==> config.mk <==
export PLATFORM = sky130hd
export DESIGN_NAME = sram_arbiter_flat
export DESIGN_NICKNAME = d
export VERILOG_FILES = /design/src/rtl/sram_arbiter_if.sv /design/src/rtl/sram_arbiter.sv /design/src/flat_wrapper.sv
export SDC_FILE = /design/constraint.sdc
export NUM_CORES = 1
export LEC_CHECK = 0
export CORE_UTILIZATION = 32
export CTS_BUF_LIST = sky130_fd_sc_hd__clkbuf_16
export CTS_CLUSTER_SIZE = 14
export DETAILED_ROUTE_END_ITERATION = 8
export GPL_ROUTABILITY_DRIVEN = 0
export PLACE_DENSITY_LB_ADDON = 0.3
export SLEW_MARGIN = 30
export SYNTH_ARGS = -nofsm -noshare
export SYNTH_HDL_FRONTEND = slang
export SYNTH_SLANG_ARGS = --single-unit
==> constraint.sdc <==
create_clock -name i_clk -period 2.7 [get_ports i_clk]
set_clock_uncertainty 0.1 [all_clocks]
set_input_delay 0.54 -clock i_clk [delete_from_list [all_inputs] [get_ports i_clk]]
set_output_delay 0.54 -clock i_clk [all_outputs]
set_load 0.02 [all_outputs]
==> src/rtl/sram_arbiter_if.sv <==
// Requester and controller signal bundle for sram_arbiter; names are from the arbiter's side.
// slave = arbiter, master = requesters plus controller (test environment).
interface sram_arbiter_if;
  logic [17:0] i_REQ0_ADDR;
  logic [31:0] i_REQ0_WDATA;
  logic [3:0]  i_REQ0_BMASK;
  logic        i_REQ0_WREN;
  logic        i_REQ0_RDEN;
  logic [31:0] o_REQ0_RDATA;
  logic        o_REQ0_ACK;
  logic        o_REQ0_ERR;

  logic [17:0] i_REQ1_ADDR;
  logic [31:0] i_REQ1_WDATA;
  logic [3:0]  i_REQ1_BMASK;
  logic        i_REQ1_WREN;
  logic        i_REQ1_RDEN;
  logic [31:0] o_REQ1_RDATA;
  logic        o_REQ1_ACK;
  logic        o_REQ1_ERR;

  logic [17:0] o_SC_ADDR;
  logic [31:0] o_SC_WDATA;
  logic [3:0]  o_SC_BMASK;
  logic        o_SC_WREN;
  logic        o_SC_RDEN;
  logic [31:0] i_SC_RDATA;
  logic        i_SC_ACK;

  logic        o_GNT;

  modport slave (
    input  i_REQ0_ADDR, i_REQ0_WDATA, i_REQ0_BMASK, i_REQ0_WREN, i_REQ0_RDEN,
    output o_REQ0_RDATA, o_REQ0_ACK, o_REQ0_ERR,
    input  i_REQ1_ADDR, i_REQ1_WDATA, i_REQ1_BMASK, i_REQ1_WREN, i_REQ1_RDEN,
    output o_REQ1_RDATA, o_REQ1_ACK, o_REQ1_ERR,
    output o_SC_ADDR, o_SC_WDATA, o_SC_BMASK, o_SC_WREN, o_SC_RDEN,
    input  i_SC_RDATA, i_SC_ACK,
    output o_GNT
  );

  modport master (
    output i_REQ0_ADDR, i_REQ0_WDATA, i_REQ0_BMASK, i_REQ0_WREN, i_REQ0_RDEN,
    input  o_REQ0_RDATA, o_REQ0_ACK, o_REQ0_ERR,
    output i_REQ1_ADDR, i_REQ1_WDATA, i_REQ1_BMASK, i_REQ1_WREN, i_REQ1_RDEN,
    input  o_REQ1_RDATA, o_REQ1_ACK, o_REQ1_ERR,
    input  o_SC_ADDR, o_SC_WDATA, o_SC_BMASK, o_SC_WREN, o_SC_RDEN,
    output i_SC_RDATA, i_SC_ACK,
    input  o_GNT
  );
endinterface

==> src/rtl/sram_arbiter.sv <==
// Two-port arbiter in front of one SRAM controller: IDLE -> ISSUE (one-cycle command) -> WAIT (ACK or watchdog).
// Define SRAM_ARB_RR_EN for round-robin on contention; otherwise port 0 has fixed priority.
module sram_arbiter #(
  parameter int TIMEOUT_CYC = 15
) (
  input logic          i_clk,
  input logic          i_reset,
  sram_arbiter_if.slave bus
);
  localparam int WDW = $clog2(TIMEOUT_CYC + 1);

  typedef enum logic [1:0] {S_IDLE, S_ISSUE, S_WAIT} state_t;

  state_t         r_state;
  logic [WDW-1:0] r_wd;
  logic           r_gnt;
  logic [17:0]    r_addr;
  logic [31:0]    r_wdata;
  logic [3:0]     r_bmask;
  logic           r_wren;
  logic           r_rden;
`ifdef SRAM_ARB_RR_EN
  logic           r_last;
`endif

  logic w_vld0, w_vld1, w_win, w_wait, w_timeout, w_done;

  // Both or neither enable set is not a request, mirroring the controller.
  assign w_vld0 = bus.i_REQ0_WREN ^ bus.i_REQ0_RDEN;
  assign w_vld1 = bus.i_REQ1_WREN ^ bus.i_REQ1_RDEN;

  always_comb begin
    w_win = 1'b0;
`ifdef SRAM_ARB_RR_EN
    if (w_vld0 && w_vld1) w_win = ~r_last;
    else                  w_win = ~w_vld0;
`else
    w_win = ~w_vld0;
`endif
  end

  assign w_wait    = (r_state == S_WAIT);
  assign w_timeout = (r_wd == WDW'(TIMEOUT_CYC - 1));
  assign w_done    = w_wait && (bus.i_SC_ACK || w_timeout);

  always_ff @(posedge i_clk) begin
    if (!i_reset) begin
      r_state <= S_IDLE;
      r_wd    <= '0;
      r_gnt   <= 1'b0;
      r_addr  <= '0;
      r_wdata <= '0;
      r_bmask <= '0;
      r_wren  <= 1'b0;
      r_rden  <= 1'b0;
`ifdef SRAM_ARB_RR_EN
      r_last  <= 1'b1;
`endif
    end else begin
      case (r_state)
        S_IDLE: begin
          if (w_vld0 || w_vld1) begin
            r_gnt   <= w_win;
            r_addr  <= w_win ? bus.i_REQ1_ADDR  : bus.i_REQ0_ADDR;
            r_wdata <= w_win ? bus.i_REQ1_WDATA : bus.i_REQ0_WDATA;
            r_bmask <= w_win ? bus.i_REQ1_BMASK : bus.i_REQ0_BMASK;
            r_wren  <= w_win ? bus.i_REQ1_WREN  : bus.i_REQ0_WREN;
            r_rden  <= w_win ? bus.i_REQ1_RDEN  : bus.i_REQ0_RDEN;
`ifdef SRAM_ARB_RR_EN
            r_last  <= w_win;
`endif
            r_state <= S_ISSUE;
          end
        end
        S_ISSUE: begin
          // Command registers double as o_SC_*, so clearing them idles the bus during WAIT.
          r_addr  <= '0;
          r_wdata <= '0;
          r_bmask <= '0;
          r_wren  <= 1'b0;
          r_rden  <= 1'b0;
          r_wd    <= '0;
          r_state <= S_WAIT;
        end
        S_WAIT: begin
          if (r_wd != '1) r_wd <= r_wd + 1'b1;
          if (w_done) r_state <= S_IDLE;
        end
        default: r_state <= S_IDLE;
      endcase
    end
  end

  assign bus.o_SC_ADDR  = r_addr;
  assign bus.o_SC_WDATA = r_wdata;
  assign bus.o_SC_BMASK = r_bmask;
  assign bus.o_SC_WREN  = r_wren;
  assign bus.o_SC_RDEN  = r_rden;
  assign bus.o_GNT      = r_gnt;

  // A real ACK wins over a simultaneous watchdog expiry.
  assign bus.o_REQ0_ACK   = w_done && !r_gnt;
  assign bus.o_REQ1_ACK   = w_done &&  r_gnt;
  assign bus.o_REQ0_ERR   = w_done && !r_gnt && !bus.i_SC_ACK;
  assign bus.o_REQ1_ERR   = w_done &&  r_gnt && !bus.i_SC_ACK;
  assign bus.o_REQ0_RDATA = (w_wait && !r_gnt && bus.i_SC_ACK) ? bus.i_SC_RDATA : 32'h0;
  assign bus.o_REQ1_RDATA = (w_wait &&  r_gnt && bus.i_SC_ACK) ? bus.i_SC_RDATA : 32'h0;
endmodule
==> src/flat_wrapper.sv <==
// flat-port wrapper written by rule: the top's interface ports become plain ports
module sram_arbiter_flat 
#(
  parameter int TIMEOUT_CYC = 15
)
  (i_clk, i_reset, bus_i_REQ0_ADDR, bus_i_REQ0_WDATA, bus_i_REQ0_BMASK, bus_i_REQ0_WREN, bus_i_REQ0_RDEN, bus_o_REQ0_RDATA, bus_o_REQ0_ACK, bus_o_REQ0_ERR, bus_i_REQ1_ADDR, bus_i_REQ1_WDATA, bus_i_REQ1_BMASK, bus_i_REQ1_WREN, bus_i_REQ1_RDEN, bus_o_REQ1_RDATA, bus_o_REQ1_ACK, bus_o_REQ1_ERR, bus_o_SC_ADDR, bus_o_SC_WDATA, bus_o_SC_BMASK, bus_o_SC_WREN, bus_o_SC_RDEN, bus_i_SC_RDATA, bus_i_SC_ACK, bus_o_GNT);
  sram_arbiter_if bus_i ();
  input logic i_clk;
  input logic i_reset;
  input wire logic [$bits(bus_i.i_REQ0_ADDR)-1:0] bus_i_REQ0_ADDR;
  input wire logic [$bits(bus_i.i_REQ0_WDATA)-1:0] bus_i_REQ0_WDATA;
  input wire logic [$bits(bus_i.i_REQ0_BMASK)-1:0] bus_i_REQ0_BMASK;
  input wire logic [$bits(bus_i.i_REQ0_WREN)-1:0] bus_i_REQ0_WREN;
  input wire logic [$bits(bus_i.i_REQ0_RDEN)-1:0] bus_i_REQ0_RDEN;
  output wire logic [$bits(bus_i.o_REQ0_RDATA)-1:0] bus_o_REQ0_RDATA;
  output wire logic [$bits(bus_i.o_REQ0_ACK)-1:0] bus_o_REQ0_ACK;
  output wire logic [$bits(bus_i.o_REQ0_ERR)-1:0] bus_o_REQ0_ERR;
  input wire logic [$bits(bus_i.i_REQ1_ADDR)-1:0] bus_i_REQ1_ADDR;
  input wire logic [$bits(bus_i.i_REQ1_WDATA)-1:0] bus_i_REQ1_WDATA;
  input wire logic [$bits(bus_i.i_REQ1_BMASK)-1:0] bus_i_REQ1_BMASK;
  input wire logic [$bits(bus_i.i_REQ1_WREN)-1:0] bus_i_REQ1_WREN;
  input wire logic [$bits(bus_i.i_REQ1_RDEN)-1:0] bus_i_REQ1_RDEN;
  output wire logic [$bits(bus_i.o_REQ1_RDATA)-1:0] bus_o_REQ1_RDATA;
  output wire logic [$bits(bus_i.o_REQ1_ACK)-1:0] bus_o_REQ1_ACK;
  output wire logic [$bits(bus_i.o_REQ1_ERR)-1:0] bus_o_REQ1_ERR;
  output wire logic [$bits(bus_i.o_SC_ADDR)-1:0] bus_o_SC_ADDR;
  output wire logic [$bits(bus_i.o_SC_WDATA)-1:0] bus_o_SC_WDATA;
  output wire logic [$bits(bus_i.o_SC_BMASK)-1:0] bus_o_SC_BMASK;
  output wire logic [$bits(bus_i.o_SC_WREN)-1:0] bus_o_SC_WREN;
  output wire logic [$bits(bus_i.o_SC_RDEN)-1:0] bus_o_SC_RDEN;
  input wire logic [$bits(bus_i.i_SC_RDATA)-1:0] bus_i_SC_RDATA;
  input wire logic [$bits(bus_i.i_SC_ACK)-1:0] bus_i_SC_ACK;
  output wire logic [$bits(bus_i.o_GNT)-1:0] bus_o_GNT;
  assign bus_i.i_REQ0_ADDR = bus_i_REQ0_ADDR;
  assign bus_i.i_REQ0_WDATA = bus_i_REQ0_WDATA;
  assign bus_i.i_REQ0_BMASK = bus_i_REQ0_BMASK;
  assign bus_i.i_REQ0_WREN = bus_i_REQ0_WREN;
  assign bus_i.i_REQ0_RDEN = bus_i_REQ0_RDEN;
  assign bus_o_REQ0_RDATA = bus_i.o_REQ0_RDATA;
  assign bus_o_REQ0_ACK = bus_i.o_REQ0_ACK;
  assign bus_o_REQ0_ERR = bus_i.o_REQ0_ERR;
  assign bus_i.i_REQ1_ADDR = bus_i_REQ1_ADDR;
  assign bus_i.i_REQ1_WDATA = bus_i_REQ1_WDATA;
  assign bus_i.i_REQ1_BMASK = bus_i_REQ1_BMASK;
  assign bus_i.i_REQ1_WREN = bus_i_REQ1_WREN;
  assign bus_i.i_REQ1_RDEN = bus_i_REQ1_RDEN;
  assign bus_o_REQ1_RDATA = bus_i.o_REQ1_RDATA;
  assign bus_o_REQ1_ACK = bus_i.o_REQ1_ACK;
  assign bus_o_REQ1_ERR = bus_i.o_REQ1_ERR;
  assign bus_o_SC_ADDR = bus_i.o_SC_ADDR;
  assign bus_o_SC_WDATA = bus_i.o_SC_WDATA;
  assign bus_o_SC_BMASK = bus_i.o_SC_BMASK;
  assign bus_o_SC_WREN = bus_i.o_SC_WREN;
  assign bus_o_SC_RDEN = bus_i.o_SC_RDEN;
  assign bus_i.i_SC_RDATA = bus_i_SC_RDATA;
  assign bus_i.i_SC_ACK = bus_i_SC_ACK;
  assign bus_o_GNT = bus_i.o_GNT;
  sram_arbiter #(.TIMEOUT_CYC(TIMEOUT_CYC)) u_core (.i_clk(i_clk), .i_reset(i_reset), .bus(bus_i));
endmodule
After elaboration in Yosys (flattened, before gate mapping):

Index checks and enable logic that the tools add are counted.

* logic and storage cells: 61
* flip-flop bits (word level): 63
* output and inout bits: 125

* $add $sub $neg: 1
* reductions and logical operators: 20
* bitwise operators: 3
* equal/unequal tests: 7
* multiplexer cells: 22

Operator list (count)
* two-way mux 32 bit: 4
* one-hot mux 32 bit (2 select lines): 1
* two-way mux 18 bit: 2
* one-hot mux 18 bit (2 select lines): 1
* one-hot mux 4 bit (2 select lines): 2
* two-way mux 4 bit: 3
* logical AND 1 bit: 9
* AND reduction 2 bit: 4
* one-hot mux 2 bit (3 select lines): 1
* adder 4 x 1 -> 4 bit (second input constant): 1
* == test 4 bit (second input constant): 1
* two-way mux 1 bit: 4
* two-way mux 2 bit: 2
* inequality test 2 bit (second input constant): 2
* inequality test 4 bit (second input constant): 1
* one-hot mux 1 bit (2 select lines): 2
* nonzero test 2 bit: 2
* == test 2 x 1 -> 1 bit (second input constant): 1
* == test 2 bit (second input constant): 1
* logical NOT 1 bit: 2
* logical NOT 2 bit: 1
* logical OR 1 bit: 2
* inequality test 2 x 1 -> 1 bit (second input constant): 1
* XOR 1 bit: 2
* NOT 1 bit: 1

Longest topological paths before layout:

Gate-level depths: netlist of run 1.

* word-level depth: 5
* gate-level depth with buffers: 6
* depth with buffers taken out: 5

Worst setup path after synthesis of run 1:

OpenSTA, ideal clock, no wires.

* path kind: flip-flop to output port
* from: reg u_core.r_wd[0]
* to: out bus_o_REQ1_ERR
* cell stages (with the launch flop): 6
* slack: 0.410 ns
* required time: 2.060 ns
* data arrival time: 1.650 ns
* cells stage by stage: dfxtp_1 inv_1 ha_1 a31oi_1 nor3b_1 nor2b_1

* word-level cells in the longest chain between the ends: 5

Ends and longest elaborated chain
* from (decl): RTL line sram_arbiter.sv:15 `logic [WDW-1:0] r_wd;`
* from (signal assigned): RTL line sram_arbiter.sv:86 `if (r_wd != '1) r_wd <= r_wd + 1'b1;`
* == test 4 bit: RTL line sram_arbiter.sv:43 `assign w_timeout = (r_wd == WDW'(TIMEOUT_CYC - 1));`
* logical OR 1 bit: RTL line sram_arbiter.sv:44 `assign w_done = w_wait && (bus.i_SC_ACK || w_timeout);`
* logical AND 1 bit: RTL line sram_arbiter.sv:44
* logical AND 1 bit
* via bus_o_REQ1_ACK: RTL line flat_wrapper.sv:24 `output wire logic [$bits(bus_i.o_REQ1_ACK)-1:0] bus_o_REQ1_ACK;`
* logical AND 1 bit: RTL line sram_arbiter.sv:105 `assign bus.o_REQ1_ERR = w_done && r_gnt && !bus.i_SC_ACK;`
* to (decl): RTL line flat_wrapper.sv:25 `output wire logic [$bits(bus_i.o_REQ1_ERR)-1:0] bus_o_REQ1_ERR;`

The timed path passes the listed nets, and every way through them passes these cells.

Worst setup path in the final report of run 1:

* from: in bus_i_SC_ACK
* to: out bus_o_REQ0_RDATA[29]

* word-level cells in the longest chain between the ends: 2

Ends and longest elaborated chain
* from (decl): RTL line flat_wrapper.sv:32 `input wire logic [$bits(bus_i.i_SC_ACK)-1:0] bus_i_SC_ACK;`
* logical AND 1 bit: RTL line sram_arbiter.sv:106 `assign bus.o_REQ0_RDATA = (w_wait && !r_gnt && bus.i_SC_ACK) ? bus.i_SC_RDATA : 32'h0;`
* two-way mux 32 bit: RTL line sram_arbiter.sv:106
* to (decl): RTL line flat_wrapper.sv:15 `output wire logic [$bits(bus_i.o_REQ0_RDATA)-1:0] bus_o_REQ0_RDATA;`

Every way passes these cells.

==> metrics.txt, run 1 <==
Finished Cell Area roughly 6600 um2; vias between 4k and 5k; Die Span X about 110 um; total grt overflow 0; Worst setup EP type primary output; worst reg-to-reg setup slack around 0.95 ns; R2R cell count 4; Final nets between 800 and 900; WS Path Type input port to primary output; number of global-route vias before repair 4041; worst hold path class flip-flop to flip-flop; Syn Inst Count between 400 and 500; Slew @ Worst Pin about 0.83 ns; maximum vdd drop just over 0.3 mV; worst-path fanout max 32; max cap viols 0; CTS clk-pin slew, worst paths ~0.060 ns; final worst setup slack 0.106 ns; most common cell in the synthesized netlist nor2_1; clk_lat worst skew ~0.32 ns; top post-synthesis cells by area dfxtp_1 37%, nor2_1 13%, and2_1 12%, nor4_2 12%, mux2i_1 4.7%; Setup Buffers After CTS 0; Fin. Hold Viols 0; met3 GRT Util 7.36%; largest net degree at the start of global routing 38; GR Layer Usage met1 22.6%; share of the synthesized area in the top cell type between 30 and 40%; Synth cell types 34; CTS tree yes; setup TNS 0 ns; share of cells above drive strength 1 a little over a tenth; Avg Cell Area, Syn around 8 um2; clk buf depth 2; first-pass GRT wire length between 20000 and 25000 um; sequential-to-total area share from yosys stat between 30% and 40%; Total Power between 3000 and 4000 uW; core area between 10000 and 15000 um2; Post-synth ARST share 0%; outcome finished clean; vias per cell approximately 4.9; YS warnings 0; RSZ-0062 raised after global routing no; Net Switching about 1100 uW; placed insts between 800 and 900; GRT Util Overall ~22%; Critical Path AT around 2.0 ns; Post-DRT Antenna Nets 0; Clock power frac 32.4%; Post-synth top cells 117 x nor2_1, 64 x and2_1, 63 x dfxtp_1; initial antenna violation count 0; Rows 37; pre-CTS setup slack -0.210 ns; clk sinks 63; Slew headroom roughly 45%; Internal Pwr Total 2370 uW; routing usage on met2 41.9%; EDFF count, synth 0; # diodes 0; Syn Nets approximately 570; num ports around 270; final wirelength 12800 um; Die Ht 106 um; Primary FF master, synth dfxtp_1; Die ar. between 10000 and 15000 um2; DR WL/cell 15.4 um; Post-CTS Hold Buffers 0; Setup violations, final 0; DRT iter0 DRCs between 150 and 200; GR peak layer met2; Pwr Density between 500 and 600 nW/um2; Setup crit end bus_o_REQ0_RDATA[29]; Startpoint Class input port; Crit. Startpoint bus_i_SC_ACK; TritonCTS buffer count 9; Synth Cell Area 3440 um2; reg-to-reg startpoint u_core.r_state[1]$_SDFFE_PN0P_; Slew Viols, Final 0; initial core utilization about a third; worst r2r dst u_core.bus.o_SC_ADDR[1]$_SDFFE_PN0P_; CTS root buffer clkbuf_16; Area growth syn-to-layout 90.9%; CP required ~2.1 ns; area post-placement ~6300 um2; clock period minus worst slack about 2.6 ns; DRC viols 0; leakage approximately 0.0028 uW; # port buffers 271; fmax 0.385 GHz; final non-filler cell total 829; post-DP HPWL ~10000 um; # H-tree levels 3; Sw Ratio approximately a third; Period Utilization, post-route a little over nine tenths; First-pass DRT Iterations 4; Yosys reg bits between 60 and 70; Flop pwr share around 33%; area leader, netlist dfxtp_1; part of the power in combinational logic 35.0%
[registers in the layout, summed over array words and instances, names as in the netlist]
name / cells
u_core.r_wd: 4
u_core.bus.o_SC_WREN: 1
u_core.r_state: 2
u_core.bus.o_SC_BMASK: 4
u_core.bus.o_GNT: 1
u_core.bus.o_SC_RDEN: 1
u_core.bus.o_SC_WDATA: 32
u_core.bus.o_SC_ADDR: 18
[layer usage]
layer / routed length (um) / vias to the layer above / share of wire, %
met5: 0 / - / 0
met4: 398 / 0 / 3.1
met3: 1180 / 27 / 9.3
met2: 6500 / 186 / 51
met1: 4670 / 1850 / 37
li1: - / 1966 / -
[cells in the final DEF (no fill, tap or decap), types with 2 or more instances in the layout]
master,instances
buf_4,14
mux2_2,2
ha_1,2
dfxtp_1,63
and2_1,64
o32ai_1,17
nand2b_1,2
nor2_1,117
dlygate4sd2_1,50
inv_1,5
buf_12,4
mux2i_1,16
clkinv_4,2
nor2b_1,2
nor3b_1,2
o21ai_0,3
clkdlybuf4s15_1,16
nor4_1,8
nor3_1,3
clkbuf_16,9
nand2_1,33
a21oi_1,5
nor4_2,32
clkdlybuf4s50_1,203
a31oi_1,2
[logic make-up after synthesis]
| group | after synthesis | share of synthesized area [%] |
|---|---|---|
| adder cells (fa/ha/maj) | 2 | 0.727 |
| flip-flops | 63 | 36.7 |
| multiplexers | 18 | 5.31 |
| AO/OA/AOI/OAI | 34 | 7.49 |
| AND/OR/NAND/NOR | 266 | 43.3 |
| XOR/XNOR | 3 | 1.53 |
| buffers and inverters | 33 | 5.02 |
[layout make-up]
class                           count  area [um2]
Fill cell                         914        3800
Sequential cell                    63        1260
Timing Repair Buffer              288        2820
Inverter                            4        15.0
Multi-Input combinational cell    323        2010
Tap cell                          136         170
Clock buffer                        9         225
Clock inverter                      6        63.8
[worst max-delay path, stage by stage]
cell	delay [ns]
clkdlybuf4s50_1	0.52
nand2_1	0.06
nor2_1	0.17
buf_12	0.18
and2_1	0.13
dlygate4sd2_1	0.33
[power by group through the flow]
stage,clock network (uW),logic [uW],registers [uW]
after CTS,1140,1220,1130
after detailed placement,0,1220,1150
after floorplan,0,468,1290
after global routing,1190,1300,1140
final,1120,1210,1130
after global placement,0,1200,1140
[stage by stage]
step,utilization (%),hold slack (ns)
4_1_cts,63.2,0.373
2_1_floorplan,-,0.383
6_report,63.3,0.370
3_5_place_dp,61.2,0.363
3_3_place_gp,61.2,0.351
5_1_grt,63.3,0.385
[timing repair]
| action | 4_1_cts | 5_1_grt |
|---|---|---|
| endpoints found under the hold margin | 0 | 0 |
| resized for setup | 67 | 19 |
| setup endpoints to repair | 67 | 19 |
[worst min path at each step]
stage | startpoint | to | slack, ns | depth (start not counted)
after floorplan | u_core.r_wd[3]$_SDFFE_PN0P_ | u_core.r_wd[3]$_SDFFE_PN0P_ | 0.38 | 2
after global placement | u_core.bus.o_SC_WDATA[28]$_SDFFE_PN0P_ | u_core.bus.o_SC_WDATA[28]$_SDFFE_PN0P_ | 0.35 | 2
after detailed placement | u_core.bus.o_SC_RDEN$_SDFFE_PN0P_ | u_core.bus.o_SC_RDEN$_SDFFE_PN0P_ | 0.36 | 2
after CTS | u_core.bus.o_SC_WDATA[28]$_SDFFE_PN0P_ | u_core.bus.o_SC_WDATA[28]$_SDFFE_PN0P_ | 0.37 | 2
after global routing | u_core.bus.o_SC_WDATA[28]$_SDFFE_PN0P_ | u_core.bus.o_SC_WDATA[28]$_SDFFE_PN0P_ | 0.38 | 2
final | u_core.bus.o_SC_WDATA[28]$_SDFFE_PN0P_ | u_core.bus.o_SC_WDATA[28]$_SDFFE_PN0P_ | 0.37 | 2
Note: power is estimated with default switching activity, not from simulation.
==> inputs of run 2 (changes only) <==
--- a/config.mk
+++ b/config.mk
@@ -5,7 +5,10 @@
 export SDC_FILE = /design/constraint.sdc
 export NUM_CORES = 1
 export LEC_CHECK = 0
-export CORE_UTILIZATION = 32
+export ABC_AREA = 1
+export CELL_PAD_IN_SITES_DETAIL_PLACEMENT = 2
+export CELL_PAD_IN_SITES_GLOBAL_PLACEMENT = 2
+export CORE_UTILIZATION = 19
 export CTS_BUF_LIST = sky130_fd_sc_hd__clkbuf_16
 export CTS_CLUSTER_SIZE = 14
 export DETAILED_ROUTE_END_ITERATION = 8
==> metrics.txt, run 2 <==
outcome finished clean; Startpoint Class input port; TritonCTS buffer count 9; largest net degree at the start of global routing 80; YS warnings 0; num ports 272; WS Path Type input port to primary output; Post-synth ARST share 0%; Slew Viols, Final 0; commonest non-fill, non-tap cells in the layout 202 x clkdlybuf4s50_1, 194 x inv_1, 174 x nand2_1; CTS clk-pin slew, worst paths ~0.05 ns; Fin. Hold Viols 0; fmax 0.395 GHz; Setup violations, final 0; Slew @ Worst Pin 0.770 ns; setup TNS 0 ns; final wirelength 20300 um; DR WL/cell about 15 um; DRC viols 0; area leader, netlist dfxtp_1; Period Utilization, post-route 93.7%; vias per cell between 4 and 5; share of the synthesized area in the top cell type 27.8%; first-pass GRT wire length 32000 um; Die Ht approximately 160 um; share of cells above drive strength 1 between 4 and 5%; Post-synth top cells 194 x inv_1, 179 x nand2_1, 140 x nor2_1; clk buf depth 2; most common cell in the synthesized netlist inv_1; GRT Util Overall approximately 17%; Slew headroom 48.6%; sequential-to-total area share from yosys stat 27.8%; Synth cell types 21; Avg Cell Area, Syn between 5 and 6 um2; Hold Slack approximately 0.39 ns; Yosys reg bits 63; worst-path fanout max 31; Post-DRT Antenna Nets 0; Area growth syn-to-layout 73.6%; CP required 2.06 ns; max cap viols 0; vias between 5k and 6k; DRT iter0 DRCs 160; leakage 0.00436 uW; Pwr Density about 500 nW/um2; Die Span X about 160 um; clk sinks 63; total grt overflow 0; area post-placement ~7600 um2; Final nets approximately 1.2k; Setup Buffers After CTS 0; # H-tree levels 3; Syn Nets 963; commonest non-fill, non-tap cell in the layout clkdlybuf4s50_1; Die ar. about 24000 um2; EDFF count, synth 0; Primary FF master, synth dfxtp_1; # port buffers between 200 and 300; clk_lat worst skew ~0.34 ns; worst hold path class flip-flop to flip-flop; First-pass DRT Iterations 4; initial antenna violation count 1; # diodes 0; RSZ-0062 raised after global routing no; Finished Cell Area ~7900 um2; initial core utilization 19.4%; CTS root buffer clkbuf_16; post-DP HPWL 15600 um; number of global-route vias before repair 6183; CTS tree yes; top post-synthesis cells by area dfxtp_1 28%, inv_1 16%, nand2_1 15%, nor2_1 12%, nand3_1 9.6%; clock period minus worst slack about 2.5 ns; Syn Inst Count roughly 810; Worst setup EP type primary output; Total Power about 4000 uW; Rows 56; Synth Cell Area roughly 4500 um2; maximum vdd drop roughly 0.21 mV; core area approximately 23000 um2; max reg flops 32; Critical Path AT 1.89 ns
==> run 2: cell count changes after synthesis, moves of 22 or more <==
cell	change
buf_2	+22
nand4_1	+39
nor2_1	+23
nor4_2	-32
nand2_1	+145
nand3_1	+87
nand3b_1	+39
and2_1	-64
inv_1	+190
==> run 2: metrics by stage <==
| step | instances | util, % | setup slack [ns] |
|---|---|---|---|
| floorplan | 814 | - | 0.795 |
| global placement | 1375 | 32.7 | -0.0573 |
| detailed placement | 1375 | 32.7 | -0.148 |
| CTS | 1391 | 33.6 | 0.00990 |
| global route | 1391 | 33.6 | 0.0619 |
| finish | 1391 | 33.6 | 0.170 |
==> run 2: logic make-up (layout without fill, tap and decap cells) <==
kind of cell	count (synthesis)	count (layout)	share of synthesized area [%]
adders and majority gates	2	2	0.552
buffers and inverters	248	506	21.4
xor gates and xnor gates	1	1	0.193
and+or+nand+nor	489	489	48.7
DFF	63	63	27.8
AOI/OAI and AO/OA	11	11	1.33
==> run 2: power breakdown <==
group / internal [uW] / switching (uW)
clock network: 716 / 474
registers: 1070 / 73.8
logic: 719 / 894
==> run 2: final cells by class <==
type / instances / area (um2)
Fill cell: 2937 / 15500
Multi-Input combinational cell: 503 / 2320
Inverter: 194 / 728
Tap cell: 319 / 399
Clock buffer: 9 / 225
Sequential cell: 63 / 1260
Timing Repair Buffer: 296 / 2860
Clock inverter: 7 / 72.6
==> run 2: worst paths after layout <==
kind | from | slack, ns | end | cells past startpoint
max | bus_i_SC_ACK | 0.17 | bus_o_REQ0_RDATA[29] | 5
min | u_core.bus.o_SC_WREN$_SDFFE_PN0P_ | 0.39 | u_core.bus.o_SC_WREN$_SDFFE_PN0P_ | 2
max reg2reg | u_core.r_state[0]$_SDFFE_PN0P_ | 0.90 | u_core.bus.o_SC_BMASK[2]$_SDFFE_PN0P_ | 7
min reg2reg | u_core.bus.o_SC_WREN$_SDFFE_PN0P_ | 0.39 | u_core.bus.o_SC_WREN$_SDFFE_PN0P_ | 2
==> run 2: timing repair <==
| action | CTS | global route |
|---|---|---|
| endpoints found under the hold margin | 0 | 0 |
| hold buffers | 0 | 0 |
| resized for setup | 67 | 1 |
| setup endpoints to repair | 67 | 1 |
| pin swaps | 0 | 0 |
==> run 2: per-layer routing <==
| metal | global-route usage [%] | vias to the layer above | wire length [um] |
|---|---|---|---|
| li1 | - | 2924 | - |
| met1 | 18.5 | 2800 | 8180 |
| met2 | 31.3 | 160 | 10300 |
| met3 | 5.62 | 11 | 1570 |
| met4 | 3.50 | 0 | 184 |
| met5 | 0 | - | 0 |
==> run 2: worst max-delay path: stages <==
cell	delay, ns
clkdlybuf4s50_1	0.51
nand3_1	0.16
buf_12	0.20
nor2_1	0.11
dlygate4sd2_1	0.37
